[src/rtl/mul_pipe_if.sv]
// mul_pipe_if: handshake bundle for the pipelined multiplier.
//   in_*   : operation offer (valid/ready, signed mode, operands, sideband tag)
//   out_*  : completed product (valid/ready, 2*WIDTH result, tag)
// master : the issuing/consuming side (issue logic + writeback)
// slave  : the multiplier
interface mul_pipe_if #(
  parameter int unsigned WIDTH = 32,
  parameter int unsigned TAG_W = 5
);
  logic                 in_valid;
  logic                 in_ready;
  logic                 in_signed;
  logic [WIDTH-1:0]     in_x;
  logic [WIDTH-1:0]     in_y;
  logic [TAG_W-1:0]     in_tag;
  logic                 out_valid;
  logic                 out_ready;
  logic [2*WIDTH-1:0]   out_result;
  logic [TAG_W-1:0]     out_tag;

  modport master (
    output in_valid, in_signed, in_x, in_y, in_tag, out_ready,
    input  in_ready, out_valid, out_result, out_tag
  );

  modport slave (
    input  in_valid, in_signed, in_x, in_y, in_tag, out_ready,
    output in_ready, out_valid, out_result, out_tag
  );
endinterface

[src/rtl/mul_pipe.sv]
// mul_pipe: fully pipelined radix-4 Booth / Wallace-tree multiplier.
//   mul_clk : clock, rising edge
//   resetn  : asynchronous active-low reset
//   flush   : synchronous kill of every in-flight operation (overrides stall)
//   bus     : mul_pipe_if slave (operation in, product out, valid/ready both sides)
// Parameters: WIDTH even in 4..64, STAGES 2 or 3, TAG_W tag width.
// Operands are captured on accept; then S1 = Booth generation, (STAGES=3: S2 = tree to
// sum/carry), last stage = remaining tree + carry-propagate add. A result appears STAGES
// edges after the accepting edge. Any output stall freezes the whole pipe.
module mul_pipe #(
  parameter int unsigned WIDTH  = 32,
  parameter int unsigned STAGES = 2,
  parameter int unsigned TAG_W  = 5
) (
  input logic       mul_clk,
  input logic       resetn,
  input logic       flush,
  mul_pipe_if.slave bus
);
  localparam int unsigned PW   = 2 * WIDTH;
  localparam int          NPP  = WIDTH / 2 + 1;  // Booth partial products
  localparam int          NOPS = NPP + 1;        // plus one vector of +1 corrections

  typedef logic [PW-1:0] vec_t;

  logic stall, adv, accept;

  logic out_valid_q;
  vec_t out_result_q;
  logic [TAG_W-1:0] out_tag_q;

  assign stall        = out_valid_q & ~bus.out_ready;
  assign adv          = ~stall;
  assign accept       = bus.in_valid & ~stall & ~flush;
  assign bus.in_ready = ~stall;

  // Operand capture register
  logic             op_valid_q, op_signed_q;
  logic [WIDTH-1:0] op_x_q, op_y_q;
  logic [TAG_W-1:0] op_tag_q;

  always_ff @(posedge mul_clk or negedge resetn) begin
    if (!resetn) begin
      op_valid_q  <= 1'b0;
      op_signed_q <= 1'b0;
      op_x_q      <= '0;
      op_y_q      <= '0;
      op_tag_q    <= '0;
    end else if (flush) begin
      op_valid_q <= 1'b0;
    end else if (adv) begin
      op_valid_q <= accept;
      if (accept) begin
        op_signed_q <= bus.in_signed;
        op_x_q      <= bus.in_x;
        op_y_q      <= bus.in_y;
        op_tag_q    <= bus.in_tag;
      end
    end
  end

  // S1: Booth partial-product generation
  vec_t             xe, x2e, booth_mag;
  logic             booth_neg, y_ext;
  logic [WIDTH+2:0] ye;
  vec_t             pp_d [NOPS];

  always_comb begin
    xe        = op_signed_q ? {{WIDTH{op_x_q[WIDTH-1]}}, op_x_q} : {{WIDTH{1'b0}}, op_x_q};
    x2e       = xe << 1;
    y_ext     = op_signed_q & op_y_q[WIDTH-1];
    ye        = {y_ext, y_ext, op_y_q, 1'b0};
    booth_mag = '0;
    booth_neg = 1'b0;
    for (int k = 0; k < NOPS; k++) pp_d[k] = '0;
    for (int i = 0; i < NPP; i++) begin
      booth_mag = '0;
      booth_neg = 1'b0;
      case (ye[2*i +: 3])
        3'b001, 3'b010: booth_mag = xe;
        3'b011:         booth_mag = x2e;
        3'b100:         begin booth_mag = x2e; booth_neg = 1'b1; end
        3'b101, 3'b110: begin booth_mag = xe;  booth_neg = 1'b1; end
        default:        ;
      endcase
      // -m << s == (~m << s) + (1 << s); the +1 lands in the shared correction row
      pp_d[i]           = (booth_neg ? ~booth_mag : booth_mag) << (2 * i);
      pp_d[NPP][2 * i]  = booth_neg;
    end
  end

  logic             s1_valid_q;
  logic [TAG_W-1:0] s1_tag_q;
  vec_t             pp_q [NOPS];

  always_ff @(posedge mul_clk or negedge resetn) begin
    if (!resetn) begin
      s1_valid_q <= 1'b0;
      s1_tag_q   <= '0;
      for (int k = 0; k < NOPS; k++) pp_q[k] <= '0;
    end else if (flush) begin
      s1_valid_q <= 1'b0;
    end else if (adv) begin
      s1_valid_q <= op_valid_q;
      if (op_valid_q) begin
        s1_tag_q <= op_tag_q;
        pp_q     <= pp_d;
      end
    end
  end

  // Wallace reduction: each level folds groups of three rows into sum/carry pairs until
  // two rows remain. The level count is bounded by NOPS; spare iterations do nothing.
  vec_t tr_a [NOPS];
  vec_t tr_b [NOPS];
  int   tr_n, tr_m, tr_base;
  vec_t tree_sum, tree_carry;

  always_comb begin
    tr_a    = pp_q;
    for (int k = 0; k < NOPS; k++) tr_b[k] = '0;
    tr_n    = NOPS;
    tr_m    = 0;
    tr_base = 0;
    for (int l = 0; l < NOPS; l++) begin
      if (tr_n > 2) begin
        tr_m = 0;
        for (int g = 0; g < NOPS / 3; g++) begin
          if (g < tr_n / 3) begin
            tr_b[tr_m]     = tr_a[3*g] ^ tr_a[3*g+1] ^ tr_a[3*g+2];
            tr_b[tr_m + 1] = ((tr_a[3*g] & tr_a[3*g+1]) | (tr_a[3*g] & tr_a[3*g+2]) |
                              (tr_a[3*g+1] & tr_a[3*g+2])) << 1;
            tr_m           = tr_m + 2;
          end
        end
        tr_base = 3 * (tr_n / 3);
        for (int j = 0; j < 2; j++) begin
          if (tr_base + j < tr_n) begin
            tr_b[tr_m] = tr_a[tr_base + j];
            tr_m       = tr_m + 1;
          end
        end
        tr_a = tr_b;
        tr_n = tr_m;
      end
    end
    tree_sum   = tr_a[0];
    tree_carry = tr_a[1];
  end

  logic             fin_valid;
  logic [TAG_W-1:0] fin_tag;
  vec_t             fin_sum, fin_carry;

  if (STAGES == 3) begin : g_stage3
    logic             s2_valid_q;
    logic [TAG_W-1:0] s2_tag_q;
    vec_t             s2_sum_q, s2_carry_q;

    always_ff @(posedge mul_clk or negedge resetn) begin
      if (!resetn) begin
        s2_valid_q <= 1'b0;
        s2_tag_q   <= '0;
        s2_sum_q   <= '0;
        s2_carry_q <= '0;
      end else if (flush) begin
        s2_valid_q <= 1'b0;
      end else if (adv) begin
        s2_valid_q <= s1_valid_q;
        if (s1_valid_q) begin
          s2_tag_q   <= s1_tag_q;
          s2_sum_q   <= tree_sum;
          s2_carry_q <= tree_carry;
        end
      end
    end

    assign fin_valid = s2_valid_q;
    assign fin_tag   = s2_tag_q;
    assign fin_sum   = s2_sum_q;
    assign fin_carry = s2_carry_q;
  end else begin : g_stage2
    assign fin_valid = s1_valid_q;
    assign fin_tag   = s1_tag_q;
    assign fin_sum   = tree_sum;
    assign fin_carry = tree_carry;
  end

  // Final carry-propagate add and output register
  vec_t result_d;
  assign result_d = fin_sum + fin_carry;

  always_ff @(posedge mul_clk or negedge resetn) begin
    if (!resetn) begin
      out_valid_q  <= 1'b0;
      out_result_q <= '0;
      out_tag_q    <= '0;
    end else if (flush) begin
      out_valid_q <= 1'b0;
    end else if (adv) begin
      out_valid_q <= fin_valid;
      if (fin_valid) begin
        out_result_q <= result_d;
        out_tag_q    <= fin_tag;
      end
    end
  end

  assign bus.out_valid  = out_valid_q;
  assign bus.out_result = out_result_q;
  assign bus.out_tag    = out_tag_q;
endmodule

[src/flat_wrapper.sv]
// flat-port wrapper written by rule: the top's interface ports become plain ports
module mul_pipe_flat 
#(
  parameter int unsigned WIDTH  = 32,
  parameter int unsigned STAGES = 2,
  parameter int unsigned TAG_W  = 5
)
  (mul_clk, resetn, flush, bus_in_valid, bus_in_signed, bus_in_x, bus_in_y, bus_in_tag, bus_out_ready, bus_in_ready, bus_out_valid, bus_out_result, bus_out_tag);
  mul_pipe_if #(.WIDTH(WIDTH), .TAG_W(TAG_W)) bus_i ();
  input logic mul_clk;
  input logic resetn;
  input logic flush;
  input wire logic [$bits(bus_i.in_valid)-1:0] bus_in_valid;
  input wire logic [$bits(bus_i.in_signed)-1:0] bus_in_signed;
  input wire logic [$bits(bus_i.in_x)-1:0] bus_in_x;
  input wire logic [$bits(bus_i.in_y)-1:0] bus_in_y;
  input wire logic [$bits(bus_i.in_tag)-1:0] bus_in_tag;
  input wire logic [$bits(bus_i.out_ready)-1:0] bus_out_ready;
  output wire logic [$bits(bus_i.in_ready)-1:0] bus_in_ready;
  output wire logic [$bits(bus_i.out_valid)-1:0] bus_out_valid;
  output wire logic [$bits(bus_i.out_result)-1:0] bus_out_result;
  output wire logic [$bits(bus_i.out_tag)-1:0] bus_out_tag;
  assign bus_i.in_valid = bus_in_valid;
  assign bus_i.in_signed = bus_in_signed;
  assign bus_i.in_x = bus_in_x;
  assign bus_i.in_y = bus_in_y;
  assign bus_i.in_tag = bus_in_tag;
  assign bus_i.out_ready = bus_out_ready;
  assign bus_in_ready = bus_i.in_ready;
  assign bus_out_valid = bus_i.out_valid;
  assign bus_out_result = bus_i.out_result;
  assign bus_out_tag = bus_i.out_tag;
  mul_pipe #(.WIDTH(WIDTH), .STAGES(STAGES), .TAG_W(TAG_W)) u_core (.mul_clk(mul_clk), .resetn(resetn), .flush(flush), .bus(bus_i));
endmodule
[config.mk]
export PLATFORM = sky130hd
export DESIGN_NAME = mul_pipe_flat
export DESIGN_NICKNAME = d
export VERILOG_FILES = /design/src/rtl/mul_pipe_if.sv /design/src/rtl/mul_pipe.sv /design/src/flat_wrapper.sv
export SDC_FILE = /design/constraint.sdc
export NUM_CORES = 2
export LEC_CHECK = 0
export CORE_MARGIN = 10
export CORE_UTILIZATION = 45
export CTS_CLUSTER_DIAMETER = 60
export DETAILED_ROUTE_END_ITERATION = 6
export GPL_TIMING_DRIVEN = 0
export PLACE_DENSITY = 0.71
export SETUP_SLACK_MARGIN = 0.1
export SYNTH_ARGS = -nofsm -noshare
export SYNTH_HDL_FRONTEND = slang
export SYNTH_SLANG_ARGS = --single-unit
[constraint.sdc]
create_clock -name mul_clk -period 8.6 [get_ports mul_clk]
set_clock_uncertainty 0.15 [all_clocks]
set_input_delay 1.72 -clock mul_clk [delete_from_list [all_inputs] [get_ports mul_clk]]
set_output_delay 1.72 -clock mul_clk [all_outputs]
set_load 0.01 [all_outputs]
# Word level (Yosys, flattened, before mapping)
# Index checks and enable logic that the tools add are counted.
# Widths: inputs -> output; s select.
# word_totals
reg_bits	980
input_bits	75
out_inout_bits	71
word_cells	376
# op_classes
n_addsub	1
n_eq_ne	100
n_mux	58
n_bitwise	136
reduce_logical	53
# op_table
cell	count
$and 63x63->63	46
$or 63x63->63	32
$xor 64x64->64	31
$eq 3x3->1 const B	48
$mux 64	2
$pmux 64 s2	1
$and 63x33->63	2
$pmux 62 s2	1
$pmux 60 s2	1
$pmux 58 s2	1
$pmux 56 s2	1
$pmux 54 s2	1
$pmux 52 s2	1
$pmux 50 s2	1
$eq 3x2->1 const B	32
$pmux 48 s2	1
$pmux 46 s2	1
$pmux 44 s2	1
$pmux 42 s2	1
$pmux 40 s2	1
$pmux 38 s2	1
$pmux 36 s2	1
$pmux 34 s2	1
$add 64x64->64	1
other kinds (46)	138

# Depth between registers and ports, before layout
# logic_depth
depth_word	19
mapped_depth	24
mapped_depth_nobuf	23

# Worst setup path before layout
# No wires, ideal clock.
# synth_timing
path_type	register to register
start	register, netlist name u_core.pp_q[1022]
end	register u_core.out_result_q[58], in the netlist u_core.bus.out_result[58]
setup_time_ns	0.090
arrival_ns	5.797
required_ns	8.360
path_slack_ns	2.563
stages_incl_launch_ff	21
path_buffers	0
synth_period_minus_slack_ns	6.037
cell_sequence	dfrtp_1 -> fa_1 -> inv_1 -> fa_1 -> inv_1 -> fa_1 -> inv_1 -> fa_1 -> fa_1 -> inv_1 -> fa_1 -> ha_1 -> nand2_1 -> nor2_1 -> nand2_1 -> o31ai_1 -> a211oi_1 -> o21ai_2 -> a21oi_1 -> or4b_1 -> o2111ai_1
# synth_lines
item	line_no	text
to (signal assigned)	mul_pipe.sv:203	out_result_q <= result_d;
to (decl)	mul_pipe.sv:29	vec_t out_result_q;

# Worst setup path after layout
# layout_timing
start	register u_core.pp_q[790] (netlist bit)
end	register u_core.out_result_q[61], in the netlist u_core.bus.out_result[61]
# layout_via
elab_chain_cells	18
# layout_lines
item	line_no	text
from (decl)	mul_pipe.sv:94	vec_t pp_q [NOPS];
from (signal assigned)	mul_pipe.sv:107	pp_q <= pp_d;
$and 63x63->63	mul_pipe.sv:131	tr_b[tr_m + 1] = ((tr_a[3*g] & tr_a[3*g+1]) | (tr_a[3*g] & tr_a[3*g+2]) |
$or 63x63->63 (2 in series)	mul_pipe.sv:131	
$xor 64x64->64 / $and 63x63->63 (equally long branches)	mul_pipe.sv:130, mul_pipe.sv:131	
$xor 64x64->64 / $or 63x63->63 (equally long branches)	mul_pipe.sv:130, mul_pipe.sv:131	
$and 63x63->63 / $or 63x63->63 (equally long branches)	mul_pipe.sv:131	
$or 63x63->63, or another cell as far along	mul_pipe.sv:131	
$or 63x63->63 / $xor 64x64->64 (equally long branches)	mul_pipe.sv:131, mul_pipe.sv:130	
$and 63x63->63 / $or 63x63->63 (equally long branches)	mul_pipe.sv:131	
$or 63x63->63 / $xor 64x64->64 (equally long branches) (2 in series)	mul_pipe.sv:131, mul_pipe.sv:130	
$and 63x63->63	mul_pipe.sv:131	
$or 63x63->63 (2 in series)	mul_pipe.sv:131	
$and 63x63->63	mul_pipe.sv:131	
$or 63x63->63 (2 in series)	mul_pipe.sv:131	
$add 64x64->64 *	mul_pipe.sv:191	assign result_d = fin_sum + fin_carry;
# Mark *: on every way between the ends. The rest lies on a longest branch, timed or not.
# A chain may end at the register's enable or synchronous reset.

==> summary.md <==
| Metric | Value |
|---|---|
| Largest driver fanout on the critical path | `7` |
| Number of iterations in the first detailed-routing pass | `7` |
| Cell count after synthesis | `6306` |
| Total standard cell area after synthesis | `0.0580 sq mm` |
| Number of nets in the layout | `7375` |
| Count of endpoints failing hold in the final timing report | `0` |
| Syn nets | `7116` |
| Footprint of the multi-input gates | `0.0348 sq mm` |
| Sum of net half-perimeters after detailed placement | `217 mm` |
| IO buf count | `145` |
| Clock tree from TritonCTS | `built` |
| Post-CTS setup buffers | `0` |
| Total of flip-flops plus latches after synthesis | `740` |
| Setup_tns | `0 ns` |
| YS warnings | `0` |
| Final period utilization | `88.9%` |
| Kind of end point of the critical path | `register` |
| Number of placed I/O pins | `146` |
| Number of flops mapped to enable cells by yosys | `0` |
| Result of the run | `finished, violations left` |
| R2r endpoint | `u_core.bus.out_result[61]` |
| Type of the worst setup path | `register to register` |
| CP Launch Type | `register` |
| Met1 wire length | `103 mm` |
| Sequential cell area | `0.0185 sq mm` |
| Total core area | `0.128 sq mm` |
| Measured slew at the worst slew-check pin | `1.66 ns` |
| Area added between synthesis and finish | `12.6%` |
| Endpoint of the worst hold path | `u_core.bus.out_tag[1]` |
| Source of the worst register-to-register timing path | `u_core.pp_q[790]` |
| Hold buffer count at CTS | `0` |
| Sequential area share after synthesis | `31.9%` |
| Largest net degree at the start of global routing | `109` |
| Final setup vio count | `0` |
| Clock transition at the registers of the reported paths | `0.06 ns` |
| Detailed-route DRC error count | `11` |
| Met3 WL | `42.4 mm` |
| First-pass GRT wire length | `387 mm` |
| Global router's overall resource usage | `38.3%` |
| Max-slew headroom | `-10.9%` |
| Count of cells along the worst register-to-register path | `20` |
| CTS max path bufs | `3` |
| Total wirelength of the detailed-routed design | `280 mm` |
| Final weighted congestion of routability-driven global placement | `1.09` |
| Clock root cell | `sky130_fd_sc_hd__clkbuf_16` |
| Level count of the clock H-tree | `3` |
| Dominant synthesized flop cell | `sky130_fd_sc_hd__dfrtp_1` |
| Setup repair after global routing missed its margin | `no` |
| Total of max-cap violations | `2` |
| CP required | `9.10 ns` |
| GR Overflow Total | `0` |
| Uppermost layer routed | `met5` |
| Maximum clock frequency | `131 MHz` |
| Total clock buffers created by CTS | `104` |
| Initial antenna violation count | `13` |
| Number of cells on the worst hold path | `2` |
| Class of the worst hold path | `register to register` |
| HP Start | `u_core.fin_tag[1]` |
| Via count of the first global-routing pass | `51107` |
| Async SR Flop Fraction | `100%` |
| PostCTS Resize Cnt | `0` |
| Violations in the final reports | `design-rule violations, max-capacitance violations, max-slew violations` |
| R2r setup slk | `0.96 ns` |
| Area of the die | `0.144 sq mm` |
| Post-route antenna net violation count | `0` |
| Number of filler instances in the final layout | `11828` |
| Clock net sink count | `740` |
| Clock period minus final worst setup slack | `7.64 ns` |
| Syn Area/Cell | `9.20 sq um` |
| Max-slew violation count | `5` |
| Initial core utilization | `45.4%` |
| Final routed wire length divided by cell count | `33.6 microns` |
| Share of cells above drive strength 1 | `4.46%` |
| Via density per instance | `6.32` |
| DRC marker count from the first detailed-route iteration | `8154` |
| Clock Latency Late Sink | `0.77 ns` |
| Arrival @ worst endpoint | `8.14 ns` |
| Site row count | `131` |
| Die extent in x | `379 microns` |
| Via count | `52557` |
| Routed met2 length | `110 mm` |
| DIE HEIGHT | `379 microns` |
| Netlist cell types | `69` |
| Final Util | `51.1%` |
placed cells by master (no fill, tap or decap), types with 51 or more instances in the layout:
master	n
sky130_fd_sc_hd__ha_1	165
sky130_fd_sc_hd__inv_1	678
sky130_fd_sc_hd__dfrtp_1	740
sky130_fd_sc_hd__clkdlybuf4s50_1	144
sky130_fd_sc_hd__nand2_1	819
sky130_fd_sc_hd__fa_1	570
sky130_fd_sc_hd__o21ai_0	694
sky130_fd_sc_hd__a21oi_1	111
sky130_fd_sc_hd__clkbuf_1	543
sky130_fd_sc_hd__clkbuf_16	105
sky130_fd_sc_hd__buf_1	51
sky130_fd_sc_hd__a221oi_1	469
sky130_fd_sc_hd__xnor2_1	56
sky130_fd_sc_hd__mux2_2	76
sky130_fd_sc_hd__nor2_1	525
sky130_fd_sc_hd__xor2_1	507
cells by family (layout without fill, tap and decap cells):
family / Yosys count / in the layout / share of synthesized area [%]
AND/OR/NAND/NOR: 1451 / 1451 / 9.83
AO/OA/AOI/OAI: 1437 / 1437 / 16.3
buffers and inverters: 1269 / 1615 / 8.22
flip-flops: 740 / 740 / 31.9
adder cells (fa/ha/maj): 735 / 735 / 23.2
XOR/XNOR: 564 / 564 / 8.51
multiplexers: 110 / 110 / 2.06
other: 0 / 3 / 0
flip-flops by register name (all words and copies together), names as in the netlist:
signal,count
u_core.op_tag_q,5
u_core.bus.out_tag,5
u_core.bus.out_valid,1
u_core.pp_q,593
u_core.bus.out_result,64
u_core.op_y_q,32
u_core.fin_valid,1
u_core.op_x_q,32
u_core.op_signed_q,1
u_core.fin_tag,5
u_core.op_valid_q,1
cells in the mapped netlist (5+ instances only):
cell type                    n  area share (%)
sky130_fd_sc_hd__a21o_1     24            0.31
sky130_fd_sc_hd__a21oi_1   111            0.96
sky130_fd_sc_hd__a221oi_1  469             7.1
sky130_fd_sc_hd__a22oi_1    28            0.36
sky130_fd_sc_hd__a311oi_1    6           0.091
sky130_fd_sc_hd__a31oi_1    18            0.19
sky130_fd_sc_hd__and2_1      8           0.086
sky130_fd_sc_hd__and3_1     10            0.11
sky130_fd_sc_hd__buf_1      52            0.34
sky130_fd_sc_hd__buf_2       5           0.043
sky130_fd_sc_hd__clkbuf_1  534             3.5
sky130_fd_sc_hd__dfrtp_1   740              32
sky130_fd_sc_hd__fa_1      570              20
sky130_fd_sc_hd__ha_1      165             3.6
sky130_fd_sc_hd__inv_1     678             4.4
sky130_fd_sc_hd__mux2_2     76             1.5
sky130_fd_sc_hd__mux2i_1    34            0.59
sky130_fd_sc_hd__nand2_1   819             5.3
sky130_fd_sc_hd__nand2b_1    7           0.075
sky130_fd_sc_hd__nand3_1    13            0.11
sky130_fd_sc_hd__nand4_1    11            0.12
sky130_fd_sc_hd__nor2_1    525             3.4
sky130_fd_sc_hd__nor2b_1     9           0.097
sky130_fd_sc_hd__nor3_1     31            0.27
sky130_fd_sc_hd__o21a_1      8            0.10
sky130_fd_sc_hd__o21ai_0   694             6.0
sky130_fd_sc_hd__o21bai_1   18            0.23
sky130_fd_sc_hd__o31ai_1    19            0.25
sky130_fd_sc_hd__xnor2_1    56            0.85
sky130_fd_sc_hd__xor2_1    508             7.7
through the flow:
stage	instances	setup WS (ns)	hold slack [ns]	instance area, sq um
detailed placement	8120	1.30	0.296	61800
floorplan	6306	2.56	0.283	58000
CTS	8313	1.26	0.311	65300
global placement	8113	-29.40	0.295	61600
finish	8317	0.958	0.311	65300
global route	8316	0.833	0.350	65300
worst max path at each step:
| stage | cells after the start | from | to | slack [ns] |
|---|---|---|---|---|
| global placement | 1 | resetn | u_core.pp_q[178] | -29.40 |
| floorplan | 20 | u_core.pp_q[1022] | u_core.bus.out_result[58] | 2.56 |
| finish | 20 | u_core.pp_q[790] | u_core.bus.out_result[61] | 0.96 |
| detailed placement | 20 | u_core.pp_q[790] | u_core.bus.out_result[61] | 1.30 |
| CTS | 20 | u_core.pp_q[790] | u_core.bus.out_result[61] | 1.26 |
| global route | 20 | u_core.pp_q[790] | u_core.bus.out_result[61] | 0.83 |
final cells by class:
cell class	count	area share [%]
multi-input combinational	4297	53.2
clock inverter	64	1.05
tap	1662	3.18
sequential	740	28.3
antenna	3	0.0115
clock buffer	129	4.37
inverter	678	3.90
timing repair buffer	153	2.54
buffer	591	3.41
worst max-delay path, cell delays in order (launching register included):
cell,delay [ns]
sky130_fd_sc_hd__dfrtp_1,0.43
sky130_fd_sc_hd__inv_1,0.09
sky130_fd_sc_hd__fa_1,0.54
sky130_fd_sc_hd__inv_1,0.06
sky130_fd_sc_hd__fa_1,0.57
sky130_fd_sc_hd__inv_1,0.06
sky130_fd_sc_hd__fa_1,0.40
sky130_fd_sc_hd__fa_1,0.59
sky130_fd_sc_hd__fa_1,0.50
sky130_fd_sc_hd__fa_1,0.70
sky130_fd_sc_hd__inv_1,0.10
sky130_fd_sc_hd__ha_1,0.29
sky130_fd_sc_hd__clkbuf_1,0.43
sky130_fd_sc_hd__nand4_1,0.29
sky130_fd_sc_hd__nor3_1,0.68
sky130_fd_sc_hd__a32oi_1,0.39
sky130_fd_sc_hd__a41o_1,0.39
sky130_fd_sc_hd__a21oi_1,0.36
sky130_fd_sc_hd__a41oi_1,0.19
sky130_fd_sc_hd__xor2_1,0.17
sky130_fd_sc_hd__o21ai_0,0.17
per-layer routing:
| metal | global-route usage [%] | vias up |
|---|---|---|
| met4 | 27.2 | 14 |
| li1 | - | 21292 |
| met3 | 16.5 | 918 |
| met2 | 52.2 | 4045 |
| met1 | 48.1 | 26288 |
| met5 | 0 | - |
Power is not shown: default switching activity piles up to over one toggle a cycle in this logic, so the estimate is an artifact.
